File: src/rtl/checked_add_seq_if.sv
// Handshake bundle for checked_add_seq: operand side (in_*) and result side (out_*).
// master drives operands and out_ready; slave is the adder block.
interface checked_add_seq_if #(
  parameter int WIDTH = 8,
  parameter int CNT_W = 8
);
  logic             in_valid;
  logic             in_ready;
  logic [WIDTH-1:0] in0;
  logic [WIDTH-1:0] in1;
  logic             sel;
  logic             inj;
  logic             out_valid;
  logic             out_ready;
  logic [WIDTH-1:0] sum;
  logic             carry;
  logic             ok;
  logic [CNT_W-1:0] err_cnt;

  modport master (
    output in_valid, in0, in1, sel, inj, out_ready,
    input  in_ready, out_valid, sum, carry, ok, err_cnt
  );

  modport slave (
    input  in_valid, in0, in1, sel, inj, out_ready,
    output in_ready, out_valid, sum, carry, ok, err_cnt
  );
endinterface

File: src/rtl/checked_add_seq.sv
// Self-checking unsigned adder: a one-shot arithmetic add cross-checked by a 2-bit-per-cycle LUT ripple.
// Optional build macro CHECKED_ADD_FAULT_INJ_EN enables corrupting the LUT path via a latched inj.
module checked_add_seq #(
  parameter int WIDTH = 8,
  parameter int CNT_W = 8
) (
  input logic            clk,
  input logic            rst,
  checked_add_seq_if.slave bus
);

  localparam int N     = WIDTH / 2;
  localparam int IDX_W = (N > 1) ? $clog2(N) : 1;

  localparam logic [1:0] S_IDLE = 2'd0;
  localparam logic [1:0] S_RUN  = 2'd1;
  localparam logic [1:0] S_DONE = 2'd2;

`ifdef CHECKED_ADD_FAULT_INJ_EN
  localparam bit FAULT_INJ = 1'b1;
`else
  localparam bit FAULT_INJ = 1'b0;
`endif

  function automatic logic [2:0] rom_entry(input logic [4:0] addr);
    return {1'b0, addr[4:3]} + {1'b0, addr[2:1]} + {2'b0, addr[0]};
  endfunction

  function automatic logic [CNT_W-1:0] sat_inc(input logic [CNT_W-1:0] v);
    return (&v) ? v : v + 1'b1;
  endfunction

  logic [1:0]       state;
  logic [WIDTH-1:0] a_lat;
  logic [WIDTH-1:0] b_lat;
  logic             sel_lat;
  logic             inj_lat;
  logic [WIDTH:0]   arith_res;
  logic [WIDTH-1:0] lut_sum;
  logic             lut_c;
  logic [IDX_W-1:0] idx;
  logic [WIDTH-1:0] sum_r;
  logic             carry_r;
  logic             ok_r;
  logic [CNT_W-1:0] err_cnt_r;

  logic [2:0]       rom [32];
  logic [1:0]       a_chunk;
  logic [1:0]       b_chunk;
  logic             cin;
  logic [2:0]       lut_out;
  logic [1:0]       s_chunk;
  logic [WIDTH-1:0] lut_sum_nxt;
  logic             last;
  logic             ok_nxt;

  always_comb begin
    for (int i = 0; i < 32; i++) rom[i] = rom_entry(5'(i));
  end

  // LUT path: one 2-bit chunk per RUN cycle, rippling the chunk carry.
  always_comb begin
    a_chunk     = a_lat[{idx, 1'b0} +: 2];
    b_chunk     = b_lat[{idx, 1'b0} +: 2];
    cin         = (idx == '0) ? 1'b0 : lut_c;
    lut_out     = rom[{a_chunk, b_chunk, cin}];
    // injected fault flips only the sum bit; chunk 0 carry is left intact
    s_chunk     = lut_out[1:0] ^ {1'b0, FAULT_INJ & inj_lat & (idx == '0)};
    lut_sum_nxt = lut_sum;
    lut_sum_nxt[{idx, 1'b0} +: 2] = s_chunk;
    last        = (idx == IDX_W'(N - 1));
    ok_nxt      = ({lut_out[2], lut_sum_nxt} == arith_res);
  end

  always_ff @(posedge clk) begin
    if (rst) begin
      state     <= S_IDLE;
      a_lat     <= '0;
      b_lat     <= '0;
      sel_lat   <= 1'b0;
      inj_lat   <= 1'b0;
      arith_res <= '0;
      lut_sum   <= '0;
      lut_c     <= 1'b0;
      idx       <= '0;
      sum_r     <= '0;
      carry_r   <= 1'b0;
      ok_r      <= 1'b0;
      err_cnt_r <= '0;
    end else begin
      case (state)
        S_IDLE: begin
          if (bus.in_valid) begin
            a_lat     <= bus.in0;
            b_lat     <= bus.in1;
            sel_lat   <= bus.sel;
            inj_lat   <= bus.inj;
            arith_res <= {1'b0, bus.in0} + {1'b0, bus.in1};
            lut_sum   <= '0;
            lut_c     <= 1'b0;
            idx       <= '0;
            state     <= S_RUN;
          end
        end
        S_RUN: begin
          lut_sum <= lut_sum_nxt;
          lut_c   <= lut_out[2];
          if (last) begin
            sum_r   <= sel_lat ? lut_sum_nxt : arith_res[WIDTH-1:0];
            carry_r <= sel_lat ? lut_out[2]  : arith_res[WIDTH];
            ok_r    <= ok_nxt;
            if (!ok_nxt) err_cnt_r <= sat_inc(err_cnt_r);
            state   <= S_DONE;
          end else begin
            idx <= idx + 1'b1;
          end
        end
        S_DONE: begin
          if (bus.out_ready) state <= S_IDLE;
        end
        default: state <= S_IDLE;
      endcase
    end
  end

  assign bus.in_ready  = (state == S_IDLE);
  assign bus.out_valid = (state == S_DONE);
  assign bus.sum       = sum_r;
  assign bus.carry     = carry_r;
  assign bus.ok        = ok_r;
  assign bus.err_cnt   = err_cnt_r;

endmodule

File: src/flat_wrapper.sv
// flat-port wrapper written by rule: the top's interface ports become plain ports
module checked_add_seq_flat 
#(
  parameter int WIDTH = 8,
  parameter int CNT_W = 8
)
  (clk, rst, bus_in_valid, bus_in0, bus_in1, bus_sel, bus_inj, bus_out_ready, bus_in_ready, bus_out_valid, bus_sum, bus_carry, bus_ok, bus_err_cnt);
  checked_add_seq_if #(.WIDTH(WIDTH), .CNT_W(CNT_W)) bus_i ();
  input logic clk;
  input logic rst;
  input wire logic [$bits(bus_i.in_valid)-1:0] bus_in_valid;
  input wire logic [$bits(bus_i.in0)-1:0] bus_in0;
  input wire logic [$bits(bus_i.in1)-1:0] bus_in1;
  input wire logic [$bits(bus_i.sel)-1:0] bus_sel;
  input wire logic [$bits(bus_i.inj)-1:0] bus_inj;
  input wire logic [$bits(bus_i.out_ready)-1:0] bus_out_ready;
  output wire logic [$bits(bus_i.in_ready)-1:0] bus_in_ready;
  output wire logic [$bits(bus_i.out_valid)-1:0] bus_out_valid;
  output wire logic [$bits(bus_i.sum)-1:0] bus_sum;
  output wire logic [$bits(bus_i.carry)-1:0] bus_carry;
  output wire logic [$bits(bus_i.ok)-1:0] bus_ok;
  output wire logic [$bits(bus_i.err_cnt)-1:0] bus_err_cnt;
  assign bus_i.in_valid = bus_in_valid;
  assign bus_i.in0 = bus_in0;
  assign bus_i.in1 = bus_in1;
  assign bus_i.sel = bus_sel;
  assign bus_i.inj = bus_inj;
  assign bus_i.out_ready = bus_out_ready;
  assign bus_in_ready = bus_i.in_ready;
  assign bus_out_valid = bus_i.out_valid;
  assign bus_sum = bus_i.sum;
  assign bus_carry = bus_i.carry;
  assign bus_ok = bus_i.ok;
  assign bus_err_cnt = bus_i.err_cnt;
  checked_add_seq #(.WIDTH(WIDTH), .CNT_W(CNT_W)) u_core (.clk(clk), .rst(rst), .bus(bus_i));
endmodule
File: config.mk
export PLATFORM = sky130hd
export DESIGN_NAME = checked_add_seq_flat
export DESIGN_NICKNAME = d
export VERILOG_FILES = /design/src/rtl/checked_add_seq_if.sv /design/src/rtl/checked_add_seq.sv /design/src/flat_wrapper.sv
export SDC_FILE = /design/constraint.sdc
export NUM_CORES = 1
export LEC_CHECK = 0
export ABC_CLOCK_PERIOD_IN_PS = 4350
export CAP_MARGIN = 20
export CORE_MARGIN = 8
export CORE_UTILIZATION = 43
export CTS_CLUSTER_SIZE = 8
export DETAILED_ROUTE_END_ITERATION = 10
export PLACE_DENSITY = 0.63
export REMOVE_ABC_BUFFERS = 1
export SYNTH_ARGS = -nofsm -noshare
export SYNTH_HDL_FRONTEND = slang
export SYNTH_SLANG_ARGS = --single-unit
File: constraint.sdc
create_clock -name clk -period 4.35 [get_ports clk]
set_clock_uncertainty 0.2 [all_clocks]
set_input_delay 0.87 -clock clk [delete_from_list [all_inputs] [get_ports clk]]
set_output_delay 0.87 -clock clk [all_outputs]
set_load 0.005 [all_outputs]
* Word level (Yosys, flattened, before mapping)
Memory sizes are Yosys's and may differ from the RTL's.
Cells that the tools add are included.
** Word-level totals
- Bits in registers :: 57
- Bits in read-only memories :: 96
- Input bits :: 22
- Logic and storage cells :: 60
- Memories kept :: 1
** Operators by class
- Add/sub/neg operators :: 4
- Magnitude comparators :: 1
- Equality and inequality tests :: 8
- Shifts and indexed selects :: 4
- Muxes and demuxes :: 17
- Bitwise logic cells :: 3
- Reductions and logical operators :: 10
** Memories
- (name not given) :: depth 32, bits a word 3, read ports 1, clocked after Yosys merged registers in 0, write ports 0, RTL line checked_add_seq.sv:66 : lut_out = rom[{a_chunk, b_chunk, cin}];
** Operators by type and width (count)
- 2-to-1 mux 8 bit :: 2
- one-hot mux 8 bit (2 select lines) :: 1
- variable part select 8 x 4 -> 2 bit :: 2
- 2-to-1 mux 2 bit :: 5
- adder 8 x 8 -> 9 bit :: 1
- equality test 9 bit :: 1
- adder 8 x 1 -> 8 bit, second input constant :: 1
- bitwise mux 8 bit :: 1
- AND reduction 8 bit :: 1
- variable shift 2 x 5 -> 8 bit, first input constant :: 1
- variable part select 2 x 5 -> 8 bit :: 1
- >= comparator 6 bit, second input constant :: 1
- 2-to-1 mux 3 bit :: 2
- inequality test 2 bit, second input constant :: 3
- NOT 5 -> 6 bit :: 1
- one-hot mux 2 bit (3 select lines) :: 1
- AND reduction 2 bit :: 3
- AND reduction 3 bit :: 2
- negator 3 -> 5 bit :: 1
- equality test 2 bit, second input constant :: 2
- logical NOT 2 bit :: 2
- one-hot mux 2 bit (2 select lines) :: 1
- AND reduction 4 bit :: 1
- 2-to-1 mux 1 bit :: 3
- 6 further kinds :: 7

* Longest topological paths before layout
- Depth in word-level cells :: 11
- Gate-level depth with buffers :: 14
- Gate-level depth less buffers :: 13

* Worst setup path after synthesis
Ideal clock, no wire load.
- Kind :: register to register
- Start point :: reg u_core.idx[0]
- End point :: reg u_core.err_cnt_r[5] (netlist: u_core.bus.err_cnt[5])
- Setup time :: 0.123 ns
- Data arrival time :: 2.988 ns
- Setup slack :: 1.039 ns
- Stages on the path, launching flop included :: 13
- Path buffers :: 1
- Period minus slack after synthesis :: 3.311 ns
- Path through :: dfxtp_1 buf_4 mux4_2 inv_1 ha_1 inv_1 mux2i_1 mux2_2 mux2i_1 nor4_4 a21boi_4 nand4_1 mux2_1
** On the way
- Cells in the longest elaborated chain, start to end :: 11
- Elaborated cells on any way between the ends :: 16
- Those cells by class :: add/sub (1); eq/ne (2); shift (4); mux (4); bitwise (2); reduce/logical (2); memory (1)
** Ends and longest elaborated chain
- start: declaration :: RTL line checked_add_seq.sv:41 : logic [IDX_W-1:0] idx;
- start signal: assignment :: RTL line checked_add_seq.sv:115 : idx <= idx + 1'b1;
- branches (longest 10 deep; another with memory read (32 x 3 bit))
- AND reduction 4 bit (no source line) *
- end signal: assignment :: RTL line checked_add_seq.sv:112 : if (!ok_nxt) err_cnt_r <= sat_inc(err_cnt_r);
- end: declaration :: RTL line checked_add_seq.sv:45 : logic [CNT_W-1:0] err_cnt_r;
Mark *: on every way between the ends. The select of a mux whose other input is x is not followed.
A chain may end at the register's enable or synchronous reset.

* Worst setup path after layout
Same ends and word-level chain as after synthesis.

==> metrics <==
port bufs=40; hold path startpoint=u_core.b_lat[6]$_SDFFE_PP0P_; Die Y=approximately 100 microns; Mapped Area=roughly 0.0033 sq mm; Iteration-0 DRC Markers=just over 100; FP Rows=32; clock root cell=clkbuf_8; CTS H-Tree Depth=3; worst hold slack=0.2635 ns; FILL cells=approximately 730; crit path launch type=flip-flop; IR Drop Worst-Case VDD=0.0001658 V; ANT nets after route=0; area fraction of the dominant cell type after synthesis=34.11%; initial antenna violation count=0; hold buffers post-CTS=0; prevailing post-synth register cell=dfxtp_1; first-pass GRT wire length=roughly 14000 microns; final non-filler cell area=0.004031 sq mm; TritonCTS buffer count=9; die width=~100 microns; total grt overflow=0; post-CTS setup buffer count=0; commonest cells in the netlist=dfxtp_1, nand2_1, nor2_1, a21oi_1; sequential fraction of the synthesis area=between 30% and 40%; reg-to-reg endpoint=u_core.bus.err_cnt[5]$_SDFFE_PP0P_; boundary pin count=42; cell accounting for the most synthesized area=dfxtp_1; Synth Area per Inst=8.241 sq um; final WL=~8000 microns; WP data required=about 4.4 ns; RSZ-0062 raised after global routing=no; Max Clk Rate=around 0.27 GHz; Max Cap Viol=0; hold depth=2; synth unique cells=48; Period minus WS final=3.670 ns; Leak=approximately 0.0016 uW; Final TNS setup=0 ns; Power Density=about 330 mW/mm^2; DRC violations left=0; DR vias=2919; post-layout total power=1334 uW; Area Overhead vs Synth=20.49%; area of the core=0.007647 sq mm; final net count=482; top-count cell post-synth=dfxtp_1; CP Max Fanout=8; clock sink total=57; CTS max path bufs=2; largest net degree at the start of global routing=37; final-report max-slew violation count=0; part of the cycle the worst path needs=84.36%; DP Wirelength=about 6000 microns; vias in the first global route=~2800; 1st-pass router iterations=4; Post-synth EDFFs=0; asr flop ratio synth=0%; All-Layer GR Usage=14.87%; ranking of synthesized cells by area=dfxtp_1, ha_1, a21oi_1; type of the worst min-delay path=reg2reg; gpl congestion=just under 0.9; Placed Area=approximately 0.0038 sq mm; Via density=~5.3; area taken by multi-input logic gates=0.002047 sq mm; CP Capture Type=flip-flop; register area=~0.0011 sq mm; FF-to-FF Start=u_core.idx[0]$_SDFFE_PP0P_; CP arrival=~3.7 ns; measured slew at the worst slew-check pin=between 0.9 and 1 ns; Reg2Reg Depth=12; Clock Pin Slew Worst Setup and Hold Paths=roughly 0.07 ns; status=completed; Worst Hold Endpoint=u_core.b_lat[6]$_SDFFE_PP0P_; R2R Setup Slk=0.68 ns; warnings from Yosys=0; Mapped Cells=around 410; post-DR wirelength/cell=14.22 microns; clock latency on the worst-skew pair=~0.33 ns; Die Footprint=around 0.011 sq mm; starting density of the core=a little over two fifths; post_cts resized=0; Inserted Diodes=0; Slew headroom=between 30% and 40%; Fin. Hold Viols=0; final core occ=between 50% and 60%; CTS tree=yes; Setup Crit Path Kind=reg2reg; Seq cells post-synth=57; # setup viols final=0; layout cells sized above 1=under 10%
-- area by class of cell --
type | count | share of cell area, %
Multi-Input combinational cell | 309 | 50.78
Sequential cell | 57 | 28.31
Timing Repair Buffer | 44 | 10.55
Tap cell | 102 | 3.166
Clock buffer | 9 | 3.073
Clock inverter | 7 | 2.359
Inverter | 19 | 1.769
-- critical path, cell delays in order (launching register included) --
cell      delay (ns)
dfxtp_1         0.51
inv_1           0.21
ha_1            0.30
nand2b_1        0.20
inv_1           0.07
ha_1            0.24
mux2i_1         0.34
mux2_2          0.28
mux2i_1         0.12
nor4_4          0.47
a21boi_4        0.16
nand4_1         0.14
mux2_1          0.32
-- per-layer routing --
layer	GRT usage, %	share of wire, %
met4	5.688	1.6
met5	0	0
met1	19.33	49
met2	23.24	45
met3	3.532	3.5
-- layout by cell type, fill, tap and decap left out, types with 2 or more instances in the layout --
| cell type | netlist | layout |
|---|---|---|
| nand3_1 | 7 | 7 |
| mux4_1 | 2 | 2 |
| inv_1 | 19 | 19 |
| buf_4 | 2 | 4 |
| a21oi_1 | 46 | 46 |
| a31o_2 | 2 | 2 |
| mux2i_4 | 2 | 2 |
| mux2_1 | 2 | 2 |
| clkinv_2 | 0 | 2 |
| and3_1 | 2 | 2 |
| nor2_1 | 52 | 52 |
| o211ai_1 | 2 | 2 |
| o22ai_1 | 5 | 5 |
| ha_1 | 19 | 19 |
| a21boi_0 | 4 | 4 |
| nand4_1 | 5 | 5 |
| nor2b_1 | 9 | 9 |
| xnor2_1 | 9 | 9 |
| xor2_1 | 3 | 3 |
| a22o_1 | 3 | 3 |
| nand4bb_1 | 3 | 3 |
| mux2i_1 | 12 | 12 |
| a21oi_2 | 2 | 2 |
| a22oi_1 | 2 | 2 |
| clkdlybuf4s50_1 | 0 | 39 |
| clkinv_4 | 0 | 2 |
| a31oi_1 | 6 | 6 |
| dfxtp_1 | 57 | 57 |
| a211oi_1 | 8 | 8 |
| o21ai_0 | 6 | 6 |
| clkbuf_8 | 0 | 9 |
| nand2b_1 | 15 | 15 |
| a222oi_1 | 2 | 2 |
| a21o_1 | 2 | 2 |
| nor3_1 | 5 | 5 |
| bufinv_16 | 0 | 2 |
| nand2_1 | 55 | 55 |
| mux4_2 | 3 | 3 |
-- flip-flops by register name, summed over array words and instances (netlist names) --
signal	count
u_core.bus.err_cnt	8
u_core.sel_lat	1
u_core.bus.ok	1
u_core.arith_res	9
u_core.bus.carry	1
u_core.bus.sum	8
u_core.a_lat	8
u_core.lut_sum	8
u_core.idx	2
u_core.lut_c	1
u_core.b_lat	8
u_core.state	2
-- worst max path at each step --
stage,start,endpoint,slack (ns),cells past startpoint
finish,u_core.idx[0]$_SDFFE_PP0P_,u_core.bus.err_cnt[5]$_SDFFE_PP0P_,0.68,12
global placement,u_core.idx[0]$_SDFFE_PP0P_,u_core.bus.err_cnt[5]$_SDFFE_PP0P_,0.81,12
global route,u_core.idx[0]$_SDFFE_PP0P_,u_core.bus.err_cnt[5]$_SDFFE_PP0P_,0.47,12
CTS,u_core.idx[0]$_SDFFE_PP0P_,u_core.bus.err_cnt[5]$_SDFFE_PP0P_,0.71,12
floorplan,u_core.idx[0]$_SDFFE_PP0P_,u_core.bus.err_cnt[5]$_SDFFE_PP0P_,0.98,12
detailed placement,u_core.idx[0]$_SDFFE_PP0P_,u_core.bus.err_cnt[5]$_SDFFE_PP0P_,0.73,12
-- through the flow --
stage / setup WS [ns] / cells
finish: 0.6803 / 547
detailed placement: 0.7346 / 531
floorplan: 0.9842 / 385
global placement: 0.8112 / 531
CTS: 0.7142 / 547
global route: 0.4696 / 547
-- report_power, final --
group / switching, uW / internal [uW]
sequential: 26.8 / 541
combinational: 121 / 101
clock: 221 / 322
total: 369 / 964
-- logic make-up after synthesis --
family / share of synthesized area [%]
DFF: 34.11
xor gates and xnor gates: 3.142
and+or+nand+nor: 22.55
AOI/OAI and AO/OA: 17.80
adders and majority gates: 7.704
buffers and inverters: 4.712
muxes: 9.985
No activity file was read; power rests on OpenSTA's default activity.
==> RTL change, RTL diff (same flow settings) <==
`WIDTH` is set to 8 in 3 places; all go to 4.
--- a/src/rtl/checked_add_seq_if.sv
+++ b/src/rtl/checked_add_seq_if.sv
@@ -2,5 +2,5 @@
 // master drives operands and out_ready; slave is the adder block.
 interface checked_add_seq_if #(
-  parameter int WIDTH = 8,
+  parameter int WIDTH = 4,
   parameter int CNT_W = 8
 );
--- a/src/rtl/checked_add_seq.sv
+++ b/src/rtl/checked_add_seq.sv
@@ -2,5 +2,5 @@
 // Optional build macro CHECKED_ADD_FAULT_INJ_EN enables corrupting the LUT path via a latched inj.
 module checked_add_seq #(
-  parameter int WIDTH = 8,
+  parameter int WIDTH = 4,
   parameter int CNT_W = 8
 ) (
--- a/src/flat_wrapper.sv
+++ b/src/flat_wrapper.sv
@@ -2,5 +2,5 @@
 module checked_add_seq_flat 
 #(
-  parameter int WIDTH = 8,
+  parameter int WIDTH = 4,
   parameter int CNT_W = 8
 )
Interface: changed (resized bus_in0, bus_in1 and bus_sum); port bits go from 42 to 30. No check against the original RTL was run, so the function may have changed too.
==> RTL change against the unedited design <==
Cell area down 39%; wire length down 39%; count of clock-buffer cells in the layout down 3; sequential power down 36%; non-clock buffer count down 14; sequential cell count down 21; first-iteration DRC count down 35%; power down 44%; area after synthesis down 38%; combinational power down 31%; worst setup slack better by 370 ps; critical endpoint unchanged; highest routed layer unchanged.
==> RTL change: results (changes against the unedited design) <==
* DRT iter0 DRCs: 66 (-35%)
* Async set-reset flop share out of synthesis: 0% (unchanged)
* Power of the sequential group: 0.366 mW (-36%)
- DP Cell Count: 328 (-38%)
- The number of distinct library cells after synthesis was 45 (-6.3%).
* Kind of cell adding the most delay to the critical path: simple AND/OR/NAND/NOR gates
- Port Buffers: 28 (-30%)
- Worst EP arrival: 3310 ps (-390 ps)
* Overall via count from detail_route: 1797 (-38%)
* Pre-CTS setup slack: 1040 ps (+309 ps)
* Routing usage on met1: 17.2% (-2.1 points)
* Met3 Wirelength: 132 microns (-51%)
* Weighted congestion reported at the end of routability-driven placement: 0.835 (-4.0%)
* Startpoint of the most critical hold path: u_core.bus.ok$_SDFFE_PP0P_
- Slowest library cell on the worst path: sky130_fd_sc_hd__or3_1
* Hold Worst Slack: 255 ps (-8.87 ps)
- The flow ran to the end, and the final reports show no timing, DRC or antenna violations.
- Number of nets in the finished design: 305 (-37%)
- The met3 usage in global routing came to 3.53% (about the same).
- Sw Pwr: 0.216 mW (-42%)
- The average cell area after synthesis came to 8.10 sq um (-1.7%).
- Avg WL per Cell: 14.2 microns (-0.32%)
* Crit path max fanout: 14 (+6)
- Worst-Skew Late Latency: 280 ps (-50 ps)
* Period utilisation layout: 75.7% (-8.6 points)
- M2 GR Usage: 20.7% (-2.6 points)
- Post-placement cell area: 2380 sq um (-38%)
- The total CTS buffers is 5 (-4).
* Critical path's largest stage delay: 450 ps (-60 ps)
- The worst hold path terminates at u_core.bus.ok$_SDFFE_PP0P_.
- Internal power: 0.525 mW (-46%)
- The placed wire-length estimate came to 3450 microns (-41%).
- The detailed-routing wirelength on met1 was 2400 microns (-38%).
- The worst-margin pin slew was 1030 ps (+59.0 ps).
- Commonest cells in the synthesized netlist: sky130_fd_sc_hd__dfxtp_1, sky130_fd_sc_hd__nand2_1, sky130_fd_sc_hd__a21oi_1
- Flip-flop count of the largest register, all copies and words added: 8 (-1)
- The via count of the first global-routing pass was 1654 (-41%).
- Number of fill cells: 470 (-36%)
- Fraction of final layout cells with drive strength greater than 1: 6.05% (-2.0 points)
- Maximum level of the CTS H-tree: 2 (-1)
* Detailed route wirelength on metal2: 2150 microns (-39%)
- First-pass GRT wire length: 7920 microns (-42%)
- The combinational power was 0.154 mW (-31%).
* Dominant cells by area after synthesis: sky130_fd_sc_hd__dfxtp_1, sky130_fd_sc_hd__a21oi_1, sky130_fd_sc_hd__nand2_1, sky130_fd_sc_hd__ha_1, sky130_fd_sc_hd__mux2i_1
* Static power due to leakage: 0.941 nW (-40%)
- The total routing resource utilization after global routing came to 13.3% (-1.6 points).
- The maximum resistive drop on vdd is 0.000210 V (+27%).
- Tracing the worst setup path back leads to its startpoint at u_core.idx$_SDFFE_PP0P_.
- The setup slack on the worst flop-to-flop path came to 1050 ps (+370 ps).
[RTL change: cell count changes in the layout (fill, tap and decap cells not counted), sizes merged, moves of 6 or more]
cell and change:
nand2 -21, nor2 -27, inv -7, or3 +6
clkdlybuf4s50 -11, dfxtp -21, ha -10, a21oi -19
[RTL change: area by class of cell]
class / count / area, sq um / share of cell area [%]
Multi-Input combinational cell: 196 / 1250 / 50.9
Sequential cell: 36 / 721 / 29.4
Timing Repair Buffer: 30 / 295 / 12.0
Clock buffer: 6 / 72.6 / 2.96
Tap cell: 54 / 67.6 / 2.75
Inverter: 12 / 45.0 / 1.83
Clock inverter: 1 / 5.00 / 0.204
[RTL change: logic make-up after synthesis]
group                    Yosys count  share of synthesized area (%)
AND/OR/NAND/NOR                  102                           23.7
buffers and inverters             26                           5.80
AO/OA/AOI/OAI                     66                           21.5
adder cells (fa/ha/maj)           10                           6.34
XOR/XNOR                           8                           3.35
multiplexers                      10                           4.79
flip-flops                        36                           34.5
